### src/rtl/n_bit_adder_pkg.sv
// Shared defaults and parameter helpers for the pipelined N-bit adder.
package n_bit_adder_pkg;

    localparam int DEFAULT_N      = 16;
    localparam int DEFAULT_STAGES = 2;

    // True when the width/stage combination splits into equal segments.
    function automatic bit params_ok(input int n, input int stages);
        return (n >= 1) && (stages >= 1) && (stages <= n) && ((n % stages) == 0);
    endfunction

    // Width of one carry segment; the divide is guarded so a bad STAGES
    // still reaches the elaboration check instead of dividing by zero.
    function automatic int seg_width(input int n, input int stages);
        return (stages > 0) ? (n / stages) : 1;
    endfunction

endpackage

### src/rtl/n_bit_adder_if.sv
// Operand/result bundle of the pipelined adder. The master drives the
// operands; the slave (the adder) drives the result.
interface n_bit_adder_if
    import n_bit_adder_pkg::*;
#(
    parameter int N = DEFAULT_N
);
    logic         in_valid;
    logic [N-1:0] a;
    logic [N-1:0] b;
    logic         cin;
    logic [N-1:0] sum;
    logic         cout;
    logic         out_valid;

    modport master (
        output in_valid, a, b, cin,
        input  sum, cout, out_valid
    );

    modport slave (
        input  in_valid, a, b, cin,
        output sum, cout, out_valid
    );
endinterface

### src/rtl/n_bit_adder_seg.sv
// Purely combinational W-bit segment adder: {co, s} = x + y + ci.
module n_bit_adder_seg #(
    parameter int W = 8
) (
    input  logic [W-1:0] x,
    input  logic [W-1:0] y,
    input  logic         ci,
    output logic [W-1:0] s,
    output logic         co
);
    assign {co, s} = {1'b0, x} + {1'b0, y} + {{W{1'b0}}, ci};
endmodule

### src/rtl/n_bit_adder.sv
// Pipelined N-bit adder. The operands are cut into STAGES equal segments;
// segment k adds one cycle after segment k-1 using its registered carry.
// Upper operand bits are skewed forward and finished low sum bits are
// de-skewed so every result leaves the pipeline as a single word.
module n_bit_adder
    import n_bit_adder_pkg::*;
#(
    parameter int N      = DEFAULT_N,
    parameter int STAGES = DEFAULT_STAGES
) (
    input  logic         clk,
    input  logic         rst,
    n_bit_adder_if.slave bus
);
    localparam int W = seg_width(N, STAGES);

    if (!params_ok(N, STAGES)) begin : g_bad_params
        $error("n_bit_adder: need 1 <= STAGES <= N and N %% STAGES == 0");
    end

    logic [STAGES-1:0] vld;           // valid bit leaving stage k
    logic [STAGES-1:0] cry;           // carry leaving segment k
    logic [STAGES-1:0] stage_vld_in;  // valid bit entering stage k
    logic [STAGES-1:0] seg_ci;        // carry into segment k
    logic [STAGES-1:0] seg_co;        // carry out of segment k (combinational)
    logic [N-1:0]      sum_out;

    // Route the valid and carry of each stage into the next one.
    // NOTE: every bit is given a value before the loop, so this stays pure
    // combinational logic and no latch can be inferred.
    always_comb begin
        stage_vld_in    = '0;
        seg_ci          = '0;
        stage_vld_in[0] = bus.in_valid;
        seg_ci[0]       = bus.cin;
        for (int k = 1; k < STAGES; k++) begin
            stage_vld_in[k] = vld[k-1];
            seg_ci[k]       = cry[k-1];
        end
    end

    // Valid chain moves every cycle; a carry is captured only with its transaction.
    // NOTE: state registers use non-blocking assignments so every stage
    // samples the values from before the clock edge, not its neighbour's update.
    always_ff @(posedge clk or posedge rst) begin
        if (rst) begin
            vld <= '0;
            cry <= '0;
        end else begin
            vld <= stage_vld_in;
            for (int k = 0; k < STAGES; k++) begin
                if (stage_vld_in[k]) cry[k] <= seg_co[k];
            end
        end
    end

    for (genvar j = 0; j < STAGES; j++) begin : g_seg
        logic [W-1:0] x;
        logic [W-1:0] y;
        logic [W-1:0] s;
        logic [W-1:0] s_pipe [STAGES-j];

        if (j == 0) begin : g_direct
            assign x = bus.a[W-1:0];
            assign y = bus.b[W-1:0];
        end else begin : g_skew
            logic [W-1:0] a_pipe [j];
            logic [W-1:0] b_pipe [j];

            // Delay this segment's operand bits by j cycles, in step with the carry.
            // NOTE: the skew arrays are reset too, so a reset leaves no stale
            // operand anywhere in the pipeline rather than relying on valid alone.
            always_ff @(posedge clk or posedge rst) begin
                if (rst) begin
                    for (int i = 0; i < j; i++) begin
                        a_pipe[i] <= '0;
                        b_pipe[i] <= '0;
                    end
                end else begin
                    if (bus.in_valid) begin
                        a_pipe[0] <= bus.a[j*W +: W];
                        b_pipe[0] <= bus.b[j*W +: W];
                    end
                    for (int i = 1; i < j; i++) begin
                        if (stage_vld_in[i]) begin
                            a_pipe[i] <= a_pipe[i-1];
                            b_pipe[i] <= b_pipe[i-1];
                        end
                    end
                end
            end

            assign x = a_pipe[j-1];
            assign y = b_pipe[j-1];
        end

        n_bit_adder_seg #(.W(W)) u_seg (
            .x  (x),
            .y  (y),
            .ci (seg_ci[j]),
            .s  (s),
            .co (seg_co[j])
        );

        // Capture this segment's sum, then carry it to the output in lockstep.
        always_ff @(posedge clk or posedge rst) begin
            if (rst) begin
                for (int i = 0; i < STAGES - j; i++) s_pipe[i] <= '0;
            end else begin
                if (stage_vld_in[j]) s_pipe[0] <= s;
                for (int i = 1; i < STAGES - j; i++) begin
                    if (stage_vld_in[j+i]) s_pipe[i] <= s_pipe[i-1];
                end
            end
        end

        assign sum_out[j*W +: W] = s_pipe[STAGES-j-1];
    end

    assign bus.sum       = sum_out;
    assign bus.cout      = cry[STAGES-1];
    assign bus.out_valid = vld[STAGES-1];

endmodule

### src/flat_wrapper.sv
// flat-port wrapper written by rule: the top's interface ports become plain ports
module n_bit_adder_flat import n_bit_adder_pkg::*;
#(
    parameter int N      = DEFAULT_N,
    parameter int STAGES = DEFAULT_STAGES
)
  (clk, rst, bus_in_valid, bus_a, bus_b, bus_cin, bus_sum, bus_cout, bus_out_valid);
  n_bit_adder_if #(.N(N)) bus_i ();
  input  logic clk;
  input  logic rst;
  input wire logic [$bits(bus_i.in_valid)-1:0] bus_in_valid;
  input wire logic [$bits(bus_i.a)-1:0] bus_a;
  input wire logic [$bits(bus_i.b)-1:0] bus_b;
  input wire logic [$bits(bus_i.cin)-1:0] bus_cin;
  output wire logic [$bits(bus_i.sum)-1:0] bus_sum;
  output wire logic [$bits(bus_i.cout)-1:0] bus_cout;
  output wire logic [$bits(bus_i.out_valid)-1:0] bus_out_valid;
  assign bus_i.in_valid = bus_in_valid;
  assign bus_i.a = bus_a;
  assign bus_i.b = bus_b;
  assign bus_i.cin = bus_cin;
  assign bus_sum = bus_i.sum;
  assign bus_cout = bus_i.cout;
  assign bus_out_valid = bus_i.out_valid;
  n_bit_adder #(.N(N), .STAGES(STAGES)) u_core (.clk(clk), .rst(rst), .bus(bus_i));
endmodule
### config.mk
export PLATFORM = sky130hd
export DESIGN_NAME = n_bit_adder_flat
export DESIGN_NICKNAME = d
export VERILOG_FILES = /design/src/rtl/n_bit_adder_pkg.sv /design/src/rtl/n_bit_adder_if.sv /design/src/rtl/n_bit_adder_seg.sv /design/src/rtl/n_bit_adder.sv /design/src/flat_wrapper.sv
export SDC_FILE = /design/constraint.sdc
export NUM_CORES = 1
export LEC_CHECK = 0
export ABC_AREA = 0
export BUFFER_PORTS_ARGS = -buffer_cell sky130_fd_sc_hd__buf_2
export CAP_MARGIN = 40
export CORE_UTILIZATION = 55
export DETAILED_ROUTE_END_ITERATION = 6
export PLACE_DENSITY = 0.92
export REMOVE_ABC_BUFFERS = 1
export SYNTH_ARGS = -nofsm -noshare
export SYNTH_HDL_FRONTEND = slang
export SYNTH_HIERARCHICAL = 1
export SYNTH_SLANG_ARGS = --single-unit
### constraint.sdc
create_clock -name clk -period 4.5 [get_ports clk]
set_clock_uncertainty 0.1 [all_clocks]
set_input_delay 0.9 -clock clk [delete_from_list [all_inputs] [get_ports clk]]
set_output_delay 0.9 -clock clk [all_outputs]
set_load 0.005 [all_outputs]
==> key figures <==
Outcome
  • Status: completed

Timing
  • Final WS setup: around 1.9 ns
  • Fin. Hold Viols: 0
  • Fmax: 390 MHz
  • RSZ-0062 raised after global routing: no
  • Post-route minimum period: between 2 and 3 ns
  • Total negative slack: 0 ns
  • Relative slew slack: 47.2%
  • Final period utilization: 57.0%
  • Setup-failing EPs final: 0
  • Pin slew with the least headroom to its limit: between 0.7 and 0.8 ns
  • WHS: 0.411 ns
  • Max-slew violation count: 0

Critical path
  • WP data required: 4.58 ns
  • Setup Crit Path Kind: input port to flop
  • Crit. End Element: flop
  • Setup crit start kind: input port
  • Crit path max fanout: 2
  • Worst EP arrival: between 2 and 3 ns

Clock network
  • Clk Latency, worst-skew pair: 0.29 ns
  • # Post-CTS Setup Buffers: 0
  • Clock transition at path regs: 0.08 ns
  • CTS H-tree depth: 2
  • Cts hold-fix bufs: 0
  • Clk buf depth: 2
  • CTS resizes: 0
  • CTS Buf Count: 5
  • CTS root buf: clkbuf_8
  • CTS tree: yes
  • Clk sink count: between 40 and 50

Logic synthesis
  • Distinct cells, synth: 33
  • Most frequent cell after synthesis: dfrtp_1
  • #FFs+latches synth: 44
  • Synth area leaders: dfrtp_1 44%, mux2_4 18%, ha_1 7.0%
  • Cells after Synth: 182
  • Post-synth EDFFs: 0
  • Asr flop ratio synth: 100%
  • Syn avg cell area: 13.7 um^2
  • Yosys warns: 6
  • Post-synthesis cell area: 0.00249 mm^2
  • Most frequent cells after synthesis: 44 x dfrtp_1, 30 x mux2_4, 14 x ha_1, 12 x mux2_2, 10 x a21oi_1
  • Area share of the largest cell type after synthesis: 44.2%
  • Synth Flop Type: dfrtp_1
  • Post-synth top area cell: dfrtp_1
  • Register area share after synthesis: 44.2%

Layout
  • Layout Nets: between 200 and 300
  • Fillers: 338
  • Layout area overhead: 12.9%
  • Post-layout utilization of the core: between 60% and 70%
  • Share of layout cells above drive strength 1: a little under half
  • Antenna cells: 0

Detailed routing
  • DRT iter0 DRCs: 125
  • Met3 WL post-DR: about 220 um
  • Drt drc: 0
  • Detailed Route WL: 4.23 mm
  • ANT nets after route: 0
  • Routed vias/inst: 5.40
  • Via count: ~1.5k
  • DRT met1 WL: 1.71 mm
  • Top Metal Used: met4
  • Drt pass-1 iters: 4
  • Met2 wire length: 2.18 mm
  • WL/cell: 14.9 um

Floorplanning
  • Core area: 0.00435 mm^2
  • Num rows: 24
  • Starting density of the core: 57.3%
  • DIE WIDTH: slightly below 70 um
  • Ports: 54
  • DIE AREA: 0.00481 mm^2
  • Die Ht: 69.3 um

Global routing
  • Vias in the first global route: 1646
  • Largest net degree at the start of global routing: 45
  • Initial antenna violation count: 0
  • GR Overflow Total: 0
  • Wire length of the first global-routing pass: 7.14 mm
  • GRT Util Overall: 19.0%

Run
  • Max Cap Viol: 0

Place
  • DP HPWL: 3.27 mm
  • Pre-CTS setup slack: 1.62 ns
  • I/O Buffers: 53
  • Routability Congestion: 0.752

Power
  • Pwr Density: 423 mW/mm^2
  • Maximum VDD drop: 0.000177 V
  • P_leak: 0.00139 uW

Worst hold path
  • Hold crit path type: flop to flop
## routing by layer
| layer | vias to the layer above | GRT usage, % |
|---|---|---|
| met2 | 48 | 33.2 |
| met4 | 0 | 9.07 |
| met1 | 728 | 22.0 |
| met5 | - | 0 |
| met3 | 12 | 4.07 |
| li1 | 745 | - |
## metrics by stage
step | total power [uW] | instance area, um^2 | std cells
final | 1190 | 2820 | 284
after global routing | 1270 | 2820 | 284
after CTS | 1210 | 2820 | 284
after detailed placement | 913 | 2700 | 276
after global placement | 887 | 2690 | 275
after floorplan | 776 | 2350 | 169
## worst max-delay path, stage by stage
cell,delay (ns)
buf_2,0.11
fa_1,0.46
fa_1,0.41
a21oi_1,0.23
o21a_1,0.17
o21ai_0,0.10
mux2_4,0.27
## area by class of cell
class                   count  area, um^2  share of cell area [%]
clock buffers               5        68.8                    2.44
clock inverters             3        42.5                    1.51
inverters                   7        26.3                   0.933
multi-input cells         118        1220                    43.5
flip-flops and latches     44        1100                    39.1
well taps                  52        65.1                    2.31
repair buffers             55         288                    10.2
## cell families after synthesis
kind of cell | after synthesis | share of synthesized area, %
buffers and inverters | 20 | 6.77
flip-flops | 44 | 44.2
AO/OA/AOI/OAI | 27 | 7.63
AND/OR/NAND/NOR | 22 | 4.52
multiplexers | 43 | 23.9
adder cells (fa/ha/maj) | 18 | 10.2
XOR/XNOR | 8 | 2.81
## placed cells by master, fill, tap and decap left out, types with 2 or more instances in the layout
master	n
clkbuf_8	5
nor4_1	2
a311o_1	4
nor2b_1	3
nand2_1	5
xor2_1	4
nand3_1	4
o21ai_0	2
buf_2	53
xnor2_1	4
a21oi_1	10
fa_1	4
nor2_1	2
mux2_4	30
a21o_1	3
ha_1	14
mux2_2	12
o21bai_1	2
dfrtp_1	44
inv_1	5
nor3_1	3
## report_power, final
part           leakage (uW)  total, uW  switching (uW)  internal, uW
Sequential         0.000515        544            59.2           485
Combinational      0.000818        358             144           213
Clock             0.0000541        290             126           164
Total               0.00139       1190             329           863
## registers in the layout (all words and copies together) (netlist names)
| signal | cells |
|---|---|
| u_core/g_seg.g_skew.a_pipe | 8 |
| u_core/cry | 2 |
| u_core/vld | 2 |
| u_core/bus.sum | 8 |
| u_core/g_seg.s_pipe | 16 |
| u_core/g_seg.g_skew.b_pipe | 8 |
## worst paths after layout
path / to / start / cells after the start / slack, ns
worst min-delay path: u_core/cry[1] / u_core/cry[1] / 1 / 0.41
worst min register to register: u_core/cry[1] / u_core/cry[1] / 1 / 0.41
worst max-delay path: u_core/cry[0] / bus_b[0] / 7 / 1.94
max in group asynchronous: u_core/g_seg[1].g_skew.b_pipe[4] / rst / 3 / 3.32
min in group asynchronous: u_core/bus.sum[0] / rst / 3 / 0.63
worst max register to register: u_core/cry[1] / u_core/g_seg[1].g_skew.b_pipe[0] / 7 / 2.10
(Power assumes the default switching activity.)
